[config.mk]
export PLATFORM = sky130hd
export DESIGN_NAME = ram_arbiter
export DESIGN_NICKNAME = d
export VERILOG_FILES = /design/src/rtl/ram_arb_pkg.sv /design/src/rtl/ram_arbiter_rr_picker.sv /design/src/rtl/ram_arbiter.sv
export SDC_FILE = /design/constraint.sdc
export NUM_CORES = 1
export LEC_CHECK = 0
export ABC_AREA = 1
export CORE_MARGIN = 2
export CORE_UTILIZATION = 36
export CTS_CLUSTER_SIZE = 20
export DETAILED_ROUTE_END_ITERATION = 16
export GPL_TIMING_DRIVEN = 1
export PLACE_DENSITY = 0.81
export SLEW_MARGIN = 5
export SYNTH_ARGS = -nofsm -noshare
export SYNTH_HDL_FRONTEND = slang
export SYNTH_HIERARCHICAL = 1
export SYNTH_SLANG_ARGS = --single-unit
[constraint.sdc]
create_clock -name clk -period 1.9 [get_ports clk]
set_input_delay 0.38 -clock clk [delete_from_list [all_inputs] [get_ports clk]]
set_output_delay 0.38 -clock clk [all_outputs]
set_load 0.02 [all_outputs]
[src/rtl/ram_arb_pkg.sv]
// Shared types and the round-robin search used by ram_arbiter and other bus arbiters.
// Supports up to RR_MAX requesters.
package ram_arb_pkg;

    typedef enum logic {Idle, Owned} ArbState;

    localparam int RR_MAX = 8;

    // Returns the first set bit of valid searching upward from last+1 with wrap,
    // or last itself when nothing is valid.
    function automatic int rr_pick(input logic [RR_MAX-1:0] valid, input int last, input int nreq);
        int  j;
        bit  found;
        rr_pick = last;
        found   = 1'b0;
        for (int k = 1; k <= RR_MAX; k++) begin
            j = (last + k) % nreq;
            if ((k <= nreq) && !found && valid[j[2:0]]) begin
                rr_pick = j;
                found   = 1'b1;
            end
        end
    endfunction

endpackage

[src/rtl/ram_arbiter_rr_picker.sv]
// Combinational rotate-and-priority-encode: next valid requester after the last winner.
module rr_picker #(
    parameter int N  = 2,
    parameter int IW = 1
) (
    input  logic [N-1:0]  valid,
    input  logic [IW-1:0] last,
    output logic [IW-1:0] idx,
    output logic          found
);
    import ram_arb_pkg::*;

    always_comb begin
        idx   = IW'(rr_pick(RR_MAX'(valid), int'(last), N));
        found = |valid;
    end

endmodule

[src/rtl/ram_arbiter.sv]
// Round-robin, burst-limited arbiter sharing a 1-cycle-latency single-port RAM.
// Optional owner lock (bypasses the burst limit) is built when RAM_ARB_LOCK_EN is defined.
//
//   state | meaning
//   Idle  | no owner; grant goes purely round-robin
//   Owned | owner keeps the grant while valid and under the burst limit (or locked)
module ram_arbiter #(
    parameter int NREQ      = 2,
    parameter int ADDR_W    = 16,
    parameter int DATA_W    = 16,
    parameter int MAX_BURST = 4
) (
    input  logic                   clk,
    input  logic                   rst,
    input  logic [NREQ-1:0]        req_valid,
    output logic [NREQ-1:0]        req_ready,
    input  logic [NREQ-1:0]        req_we,
    input  logic [NREQ*ADDR_W-1:0] req_addr,
    input  logic [NREQ*DATA_W-1:0] req_wdata,
`ifdef RAM_ARB_LOCK_EN
    input  logic [NREQ-1:0]        req_lock,
`endif
    output logic [NREQ-1:0]        rsp_valid,
    output logic [DATA_W-1:0]      rsp_rdata,
    output logic                   ram_en,
    output logic                   ram_we,
    output logic [ADDR_W-1:0]      ram_addr,
    output logic [DATA_W-1:0]      ram_wdata,
    input  logic [DATA_W-1:0]      ram_rdata
);
    import ram_arb_pkg::*;

    localparam int IW = (NREQ > 1) ? $clog2(NREQ) : 1;
    localparam int BW = $clog2(MAX_BURST + 1);

    ArbState           state, next_state;
    logic [IW-1:0]     owner, rr_last, rr_idx, grant, rsp_tag;
    logic [BW-1:0]     burst_cnt;
    logic              rr_found, keep_owner, lock_hold, accept, rsp_pend;
    logic [ADDR_W-1:0] addr_q, sel_addr;
    logic [DATA_W-1:0] wdata_q, sel_wdata;

    rr_picker #(.N(NREQ), .IW(IW)) u_rr_picker (
        .valid (req_valid),
        .last  (rr_last),
        .idx   (rr_idx),
        .found (rr_found)
    );

`ifdef RAM_ARB_LOCK_EN
    assign lock_hold = req_lock[owner];
`else
    assign lock_hold = 1'b0;
`endif

    always_comb begin
        keep_owner = (state == Owned) && req_valid[owner] &&
                     ((burst_cnt < BW'(MAX_BURST)) || lock_hold);
        grant      = keep_owner ? owner : rr_idx;
        accept     = keep_owner || rr_found;
        req_ready  = '0;
        if (accept) req_ready[grant] = 1'b1;
        sel_addr   = req_addr[int'(grant)*ADDR_W +: ADDR_W];
        sel_wdata  = req_wdata[int'(grant)*DATA_W +: DATA_W];
    end

    // Address/data park on the last accepted beat so idle cycles do not toggle the macro pins.
    always_comb begin
        ram_en    = accept;
        ram_we    = accept && req_we[grant];
        ram_addr  = accept ? sel_addr  : addr_q;
        ram_wdata = accept ? sel_wdata : wdata_q;
        rsp_valid = '0;
        if (rsp_pend) rsp_valid[rsp_tag] = 1'b1;
        rsp_rdata = ram_rdata;
    end

    always_ff @(posedge clk or posedge rst) begin
        if (rst) state <= Idle;
        else     state <= next_state;
    end

    always_comb begin
        next_state = state;
        case (state)
            Idle:    if (accept)  next_state = Owned;
            Owned:   if (!accept) next_state = Idle;
            default: next_state = Idle;
        endcase
    end

    always_ff @(posedge clk or posedge rst) begin
        if (rst) begin
            owner     <= '0;
            rr_last   <= IW'(NREQ - 1);
            burst_cnt <= '0;
            rsp_pend  <= 1'b0;
            rsp_tag   <= '0;
            addr_q    <= '0;
            wdata_q   <= '0;
        end else begin
            rsp_pend <= accept && !req_we[grant];
            rsp_tag  <= grant;
            if (accept) begin
                owner   <= grant;
                rr_last <= grant;
                addr_q  <= sel_addr;
                wdata_q <= sel_wdata;
                if ((state == Owned) && (grant == owner)) begin
                    // Locked owners saturate; an expired sole owner restarts its burst.
                    if (burst_cnt < BW'(MAX_BURST)) burst_cnt <= burst_cnt + BW'(1);
                    else if (!lock_hold)            burst_cnt <= BW'(1);
                end else begin
                    burst_cnt <= BW'(1);
                end
            end else begin
                burst_cnt <= '0;
            end
        end
    end

endmodule

==> results of run 1 <==
-- through the flow --
| stage | setup TNS (ns) | cell area [sq um] | cells | utilization (%) |
|---|---|---|---|---|
| 6_report | -10.34 | 4100 | 460 | 74.4 |
| 5_1_grt | -13.18 | 4100 | 460 | 74.4 |
| 4_1_cts | -10.65 | 3790 | 450 | 68.8 |
| 3_5_place_dp | -31.20 | 3190 | 422 | 57.9 |
| 3_3_place_gp | -30.03 | 3190 | 422 | 57.9 |
| 2_1_floorplan | 0 | 2050 | 249 | - |
-- per-layer routing --
layer  vias up  routed length [um]
li1       1056                   -
met1      1086                2790
met2        85                3900
met3        12                 417
met4         0                 122
met5         -                   0
-- how the worst max path moves through the flow --
| stage | start | to | slack, ns | cells past startpoint |
|---|---|---|---|---|
| floorplan | rr_last | ram_wdata[10] | 0.14 | 9 |
| detailed placement | req_valid[1] | ram_addr[10] | -0.89 | 11 |
| finish | rr_last | ram_wdata[7] | -0.35 | 11 |
| global route | rr_last | ram_wdata[7] | -0.42 | 11 |
| CTS | rr_last | ram_wdata[7] | -0.34 | 11 |
| global placement | req_valid[0] | ram_addr[13] | -0.86 | 11 |
-- logic make-up after synthesis --
group	after synthesis	synth area share (%)
AND/OR/NAND/NOR	160	36.1
buffers and inverters	46	13.9
flip-flops	40	48.9
AO/OA/AOI/OAI	2	0.488
adder cells (fa/ha/maj)	1	0.610
-- state kept, by name, indices dropped and copies added, names as in the netlist --
signal and count:
state 1, rsp_tag 1, wdata_q 16, owner 1, addr_q 16, rr_last 1
burst_cnt 3, rsp_pend 1
-- worst max-delay path: cells and delay by family, from the launching register on --
family	cells	cell delay (ns)
flops	1	0.56
buf+inv	4	0.43
simple gates	7	0.59
-- placed cells by master (no fill, tap or decap) --
cell,netlist,layout
or2_1,1,1
clkdlybuf4s50_1,0,69
clkbuf_8,0,5
inv_2,1,7
nand3_1,70,23
buf_12,0,6
dfstp_2,1,1
dlygate4sd2_1,0,2
clkinv_2,0,1
buf_6,4,39
nand2_2,2,25
buf_2,6,1
a21oi_1,2,2
nor2_1,8,8
buf_4,19,39
inv_1,15,8
nand2_1,75,42
clkbuf_1,0,1
nor2_8,1,1
nor2_4,1,1
bufinv_16,0,1
nand2_4,1,10
nand2_8,0,1
ha_1,1,1
clkinv_1,0,1
buf_8,0,2
dfrtp_1,39,39
nand3_4,1,7
clkbuf_16,0,2
nand3_2,0,41
inv_4,1,1
-- timing repair --
item                                    4_1_cts  5_1_grt
setup buffers                                19       10
gates resized for setup                     281       56
pin swaps                                     3       16
gates cloned                                  2        3
endpoints found under the setup margin       36       37
-- final cells by class --
cell class / instances / area, sq um / share of cell area (%)
Clock buffer: 6 / 72.6 / 1.77
Tap cell: 72 / 90.1 / 2.20
Inverter: 17 / 66.3 / 1.62
Clock inverter: 2 / 35.0 / 0.855
Multi-Input combinational cell: 163 / 1180 / 28.9
Sequential cell: 40 / 1000 / 24.5
Timing Repair Buffer: 160 / 1650 / 40.2
-- power breakdown --
part | leakage (uW) | switching [uW] | internal (uW)
Sequential | 0.000478 | 142 | 1270
Clock | 0.0000552 | 292 | 390
Combinational | 0.00149 | 2540 | 2490
Total | 0.00202 | 2970 | 4160
==> flow_metrics.env, run 1 <==
export IMPL_synth_avg_cell_area_sq_um=8.23
export IMPL_numCtsBuffers=5
export IMPL_start_util_pct=37.2
export IMPL_critPathMaxFanout=8
export IMPL_grt_pass1_vias=2315
export IMPL_violations="negative setup slack"
export IMPL_synth_distinct_cells=19
export IMPL_path_common_cell="nand2_2"
export IMPL_r2r_start="rr_last"
export IMPL_drive_above_1_share_pct=49.2
export IMPL_clock_latency_ns=0.28
export IMPL_start_kind="flip-flop"
export IMPL_setup_ws_ns=-0.353
export IMPL_hold_buffers=0
export IMPL_status="finished with violations"
export IMPL_met3_usage_pct=6.00
export IMPL_period_needed_ns=2.25
export IMPL_synth_top_area_share_pct=47.6
export IMPL_cpMaxStageDelayCell="dfstp_2"
export IMPL_ff2ff_setup_slack_ns=-0.23
export IMPL_top_usage_layer="met2"
export IMPL_wl_mm=7.23
export IMPL_die_w_um=79.5
export IMPL_dr_pass1_iters=4
export IMPL_cts_sinks=40
export IMPL_layout_nets=474
export IMPL_nFillCells=385
export IMPL_slew_viol_final=0
export IMPL_cap_violations=0
export IMPL_num_rows=27
export IMPL_vdd_drop_max_uv=959
export IMPL_synthCells=249
export IMPL_finalPower_uw=7130
export IMPL_yosysMostFrequentCell="nand2_1"
export IMPL_ff2ff_path_depth=16
export IMPL_finalHoldViolations=0
export IMPL_worst_pin_slew_ns=0.598
export IMPL_grtUsageMet1_pct=24.1
export IMPL_hold_ws_ns=0.400
export IMPL_cts_root_buf="clkbuf_8"
export IMPL_grt_util_met2_pct=39.3
export IMPL_reg2reg_to="wdata_q[14]"
export IMPL_clk_pin_slew_ns=0.08
export IMPL_place_congestion=0.755
export IMPL_end_kind="output pin"
export IMPL_fmax_ghz=0.444
export IMPL_synth_common_cells="nand2_1, nand3_1, dfrtp_1"
export IMPL_setup_viol=37
export IMPL_die_area_sq_mm=0.00631
export IMPL_synth_async_sr_flop_share_pct=100
export IMPL_cts_tree="done"
export IMPL_synth_area_leaders="dfrtp_1, nand3_1, nand2_1, buf_4, inv_1"
export IMPL_drtIter0Drc=69
export IMPL_max_slew_margin_pct=59.9
export IMPL_max_stage_delay_ns=0.56
export IMPL_skew_ns=0.00359
export IMPL_ys_seq_area_share_pct=48.9
export IMPL_power_density_mw_per_mm2=1740
export IMPL_ys_seq_elements=40
export IMPL_rsz0062_at_grt="yes"
export IMPL_via_count=2239
export IMPL_portBuffers=107
export IMPL_crit_type="reg2out"
export IMPL_h_tree_depth=2
export IMPL_p_leak_uw=0.00202
export IMPL_arrival_ns=1.87
export IMPL_die_h_um=79.5
export IMPL_overflow=0
export IMPL_synth_area_sq_mm=0.00205
export IMPL_hold_path_class="in2async"
export IMPL_synth_flop_cell="dfrtp_1"
export IMPL_io_pins=140
export IMPL_area_growth_pct=99.9
export IMPL_yosys_warnings=6
export IMPL_core_sq_mm=0.00551
export IMPL_ant_nets=0
export IMPL_grt_max_degree=27
export IMPL_grt_usage_pct=21.5
export IMPL_grt_pass1_wl_mm=10.5
export IMPL_cp_data_required_time_ns=1.52
export IMPL_post_place_ws_ns=-0.895
export IMPL_wire_per_inst_um=15.7
export IMPL_antenna_cells=0
export IMPL_dpl_hpwl_mm=4.17
export IMPL_syn_nets=336
export IMPL_cp_cell_sequence="nand2_2 -> nand2_2 -> inv_2 -> nand2_4 -> nand2_8 -> nor2_8 -> buf_6 -> buf_12 -> nand2_2 -> nand3_2 -> buf_6"
export IMPL_drc=0
export IMPL_clk_path_buf_depth=2
export IMPL_finalCritPeriodShare_pct=119
export IMPL_antenna_found_initial=0
export IMPL_synth_edf_count=0
export IMPL_yosysTopAreaCell="dfrtp_1"
export IMPL_via_per_inst=4.87
No activity file was read; power rests on OpenSTA's default activity.
==> inputs of run 2 (changes only) <==
--- a/config.mk
+++ b/config.mk
@@ -7,11 +7,11 @@
 export LEC_CHECK = 0
 export ABC_AREA = 1
 export CORE_MARGIN = 2
-export CORE_UTILIZATION = 36
+export CORE_UTILIZATION = 38
 export CTS_CLUSTER_SIZE = 20
 export DETAILED_ROUTE_END_ITERATION = 16
 export GPL_TIMING_DRIVEN = 1
-export PLACE_DENSITY = 0.81
+export PLACE_DENSITY = 0.84
 export SLEW_MARGIN = 5
 export SYNTH_ARGS = -nofsm -noshare
 export SYNTH_HDL_FRONTEND = slang
==> constraint.sdc (replaced) <==
create_clock -name clk -period 2.6 [get_ports clk]
set_input_delay 0.52 -clock clk [delete_from_list [all_inputs] [get_ports clk]]
set_output_delay 0.52 -clock clk [all_outputs]
set_load 0.02 [all_outputs]
==> run 2 against run 1 <==
Against the previous run:
- the run now ends clean
- power decreased by 44%
- worst hold slack improved by 0.091 ns
- combinational power decreased by 52%
- critical path type is now in2out
- critical endpoint is now ram_addr[1]
==> flow_metrics.env, run 2 (synthesis gave the netlist of run 1 again) <==
export IMPL_start_util_pct=39.6
export IMPL_arrival_ns=1.94
export IMPL_antenna_cells=0
export IMPL_worst_pin_slew_ns=0.494
export IMPL_portBuffers=107
export IMPL_area_growth_pct=58.4
export IMPL_wl_mm=5.57
export IMPL_p_leak_uw=0.00160
export IMPL_skew_ns=0.00870
export IMPL_via_per_inst=4.74
export IMPL_h_tree_depth=2
export IMPL_end_kind="output pin"
export IMPL_io_pins=140
export IMPL_cpMaxStageDelayCell="dlygate4sd2_1"
export IMPL_dr_pass1_iters=4
export IMPL_cts_root_buf="clkbuf_8"
export IMPL_grt_usage_pct=18.7
export IMPL_ant_nets=0
export IMPL_overflow=0
export IMPL_die_h_um=77.4
export IMPL_dpl_hpwl_mm=4.20
export IMPL_cts_tree="done"
export IMPL_cts_sinks=40
export IMPL_wire_per_inst_um=13.1
export IMPL_antenna_found_initial=0
export IMPL_setup_viol=0
export IMPL_start_kind="input pin"
export IMPL_vdd_drop_max_uv=568
export IMPL_die_w_um=77.4
export IMPL_clk_path_buf_depth=2
export IMPL_num_rows=26
export IMPL_power_density_mw_per_mm2=1230
export IMPL_status="finished clean"
export IMPL_place_congestion=0.819
export IMPL_layout_nets=441
export IMPL_die_area_sq_mm=0.00600
export IMPL_hold_path_class="reg2reg"
export IMPL_fin_cells=425
export IMPL_grt_max_degree=41
export IMPL_max_slew_margin_pct=67.0
export IMPL_setup_ws_ns=0.138
export IMPL_slew_viol_final=0
export IMPL_clk_pin_slew_ns=0.07
export IMPL_finalCritPeriodShare_pct=94.7
export IMPL_finalHoldViolations=0
export IMPL_grt_pass1_vias=2050
export IMPL_path_common_cell="buf_4"
export IMPL_post_place_ws_ns=-0.495
export IMPL_clock_latency_ns=0.28
export IMPL_cp_data_required_time_ns=2.08
export IMPL_reg_top3="addr_q x16, wdata_q x16, burst_cnt x3"
export IMPL_crit_buf_inv=6
export IMPL_cap_violations=0
export IMPL_layout_commonest_cell="nand2_1"
export IMPL_period_needed_ns=2.46
export IMPL_crit_family="buffers and inverters"
export IMPL_core_sq_mm=0.00517
export IMPL_via_count=2015
export IMPL_final_cell_mix="nand2_1, clkdlybuf4s50_1, nand3_1"
export IMPL_fmax_ghz=0.406
export IMPL_drtIter0Drc=78
export IMPL_max_stage_delay_ns=0.26
export IMPL_critPathMaxFanout=5
export IMPL_numCtsBuffers=5
export IMPL_rsz0062_at_grt="no"
export IMPL_finish_instance_area_sq_mm=0.00325
export IMPL_grt_pass1_wl_mm=9.04
export IMPL_place_area_sq_mm=0.00318
export IMPL_dp_cells=415
export IMPL_tns_ns=0
export IMPL_drive_above_1_share_pct=22.0
export IMPL_crit_type="in2out"
export IMPL_cp_cell_sequence="dlygate4sd2_1 -> or2_1 -> inv_1 -> nand2_2 -> inv_4 -> nor2_8 -> buf_4 -> buf_4 -> nand2_1 -> nand3_1 -> buf_4"
export IMPL_drc=0
-- run 2: changes by cell type in the layout (fill, tap and decap cells not counted), moves of 6 or more --
cell	before	now
buf_6	39	8
nand3_4	7	1
nand3_1	23	65
buf_4	39	23
inv_2	7	1
buf_2	1	18
nand2_1	42	73
nand2_4	10	1
nand3_2	41	5
nand2_2	25	4
inv_1	8	15
-- run 2: repair_timing --
item	in CTS	in global routing
setup buffers	2	0
resized for setup	169	0
endpoints found under the setup margin	36	0
hold buffers	0	0
endpoints found under the hold margin	0	0
-- run 2: tightest hold or removal path, cell delays in order (launching register included) --
cell and delay, ns:
dfrtp_1 0.33, nand2_1 0.05, nand3_1 0.08
-- run 2: worst paths after layout --
kind | depth (start not counted) | start | to | slack, ns
worst max-delay path | 11 | req_valid[0] | ram_addr[1] | 0.14
worst min-delay path | 2 | wdata_q[4] | wdata_q[4] | 0.49
worst max register to register | 12 | rr_last | addr_q[0] | 0.91
worst min register to register | 2 | wdata_q[4] | wdata_q[4] | 0.49
max in group asynchronous | 3 | rst | rr_last | 1.58
min in group asynchronous | 3 | rst | wdata_q[5] | 0.65
-- run 2: per-stage QoR --
step	utilization (%)	hold WS (ns)	power (uW)
6_report	62.7	0.491	3990
3_3_place_gp	61.4	0.477	3530
5_1_grt	62.7	0.525	4250
2_1_floorplan	-	0.493	2400
4_1_cts	62.7	0.497	4020
3_5_place_dp	61.4	0.479	3590
-- run 2: per-layer routing --
layer  wire (um)  share of wire [%]  GRT usage, %
met5           0                  0             0
met4          84                1.5          6.43
met3         315                5.7          3.84
met2        2820                 51          34.3
met1        2340                 42          21.6
-- run 2: where the power goes --
| part | switching (uW) | internal, uW | total (uW) |
|---|---|---|---|
| combinational | 1380 | 1040 | 2420 |
| clock | 203 | 339 | 542 |
| sequential | 101 | 932 | 1030 |
| total | 1680 | 2310 | 3990 |
-- run 2: layout make-up --
type | instances | area [sq um]
Tap cell | 70 | 87.6
Sequential cell | 40 | 1000
Fill cell | 451 | 1930
Inverter | 17 | 66.3
Timing Repair Buffer | 127 | 1170
Clock buffer | 7 | 96.3
Multi-Input combinational cell | 163 | 793
Clock inverter | 1 | 30.0
==> inputs of run 3 (changes only) <==
--- a/config.mk
+++ b/config.mk
@@ -6,6 +6,7 @@
 export NUM_CORES = 1
 export LEC_CHECK = 0
 export ABC_AREA = 1
+export CAP_MARGIN = 10
 export CORE_MARGIN = 2
 export CORE_UTILIZATION = 38
 export CTS_CLUSTER_SIZE = 20
==> results of run 3 <==
No change in the layout: final DEF, timing and power equal those of run 2.
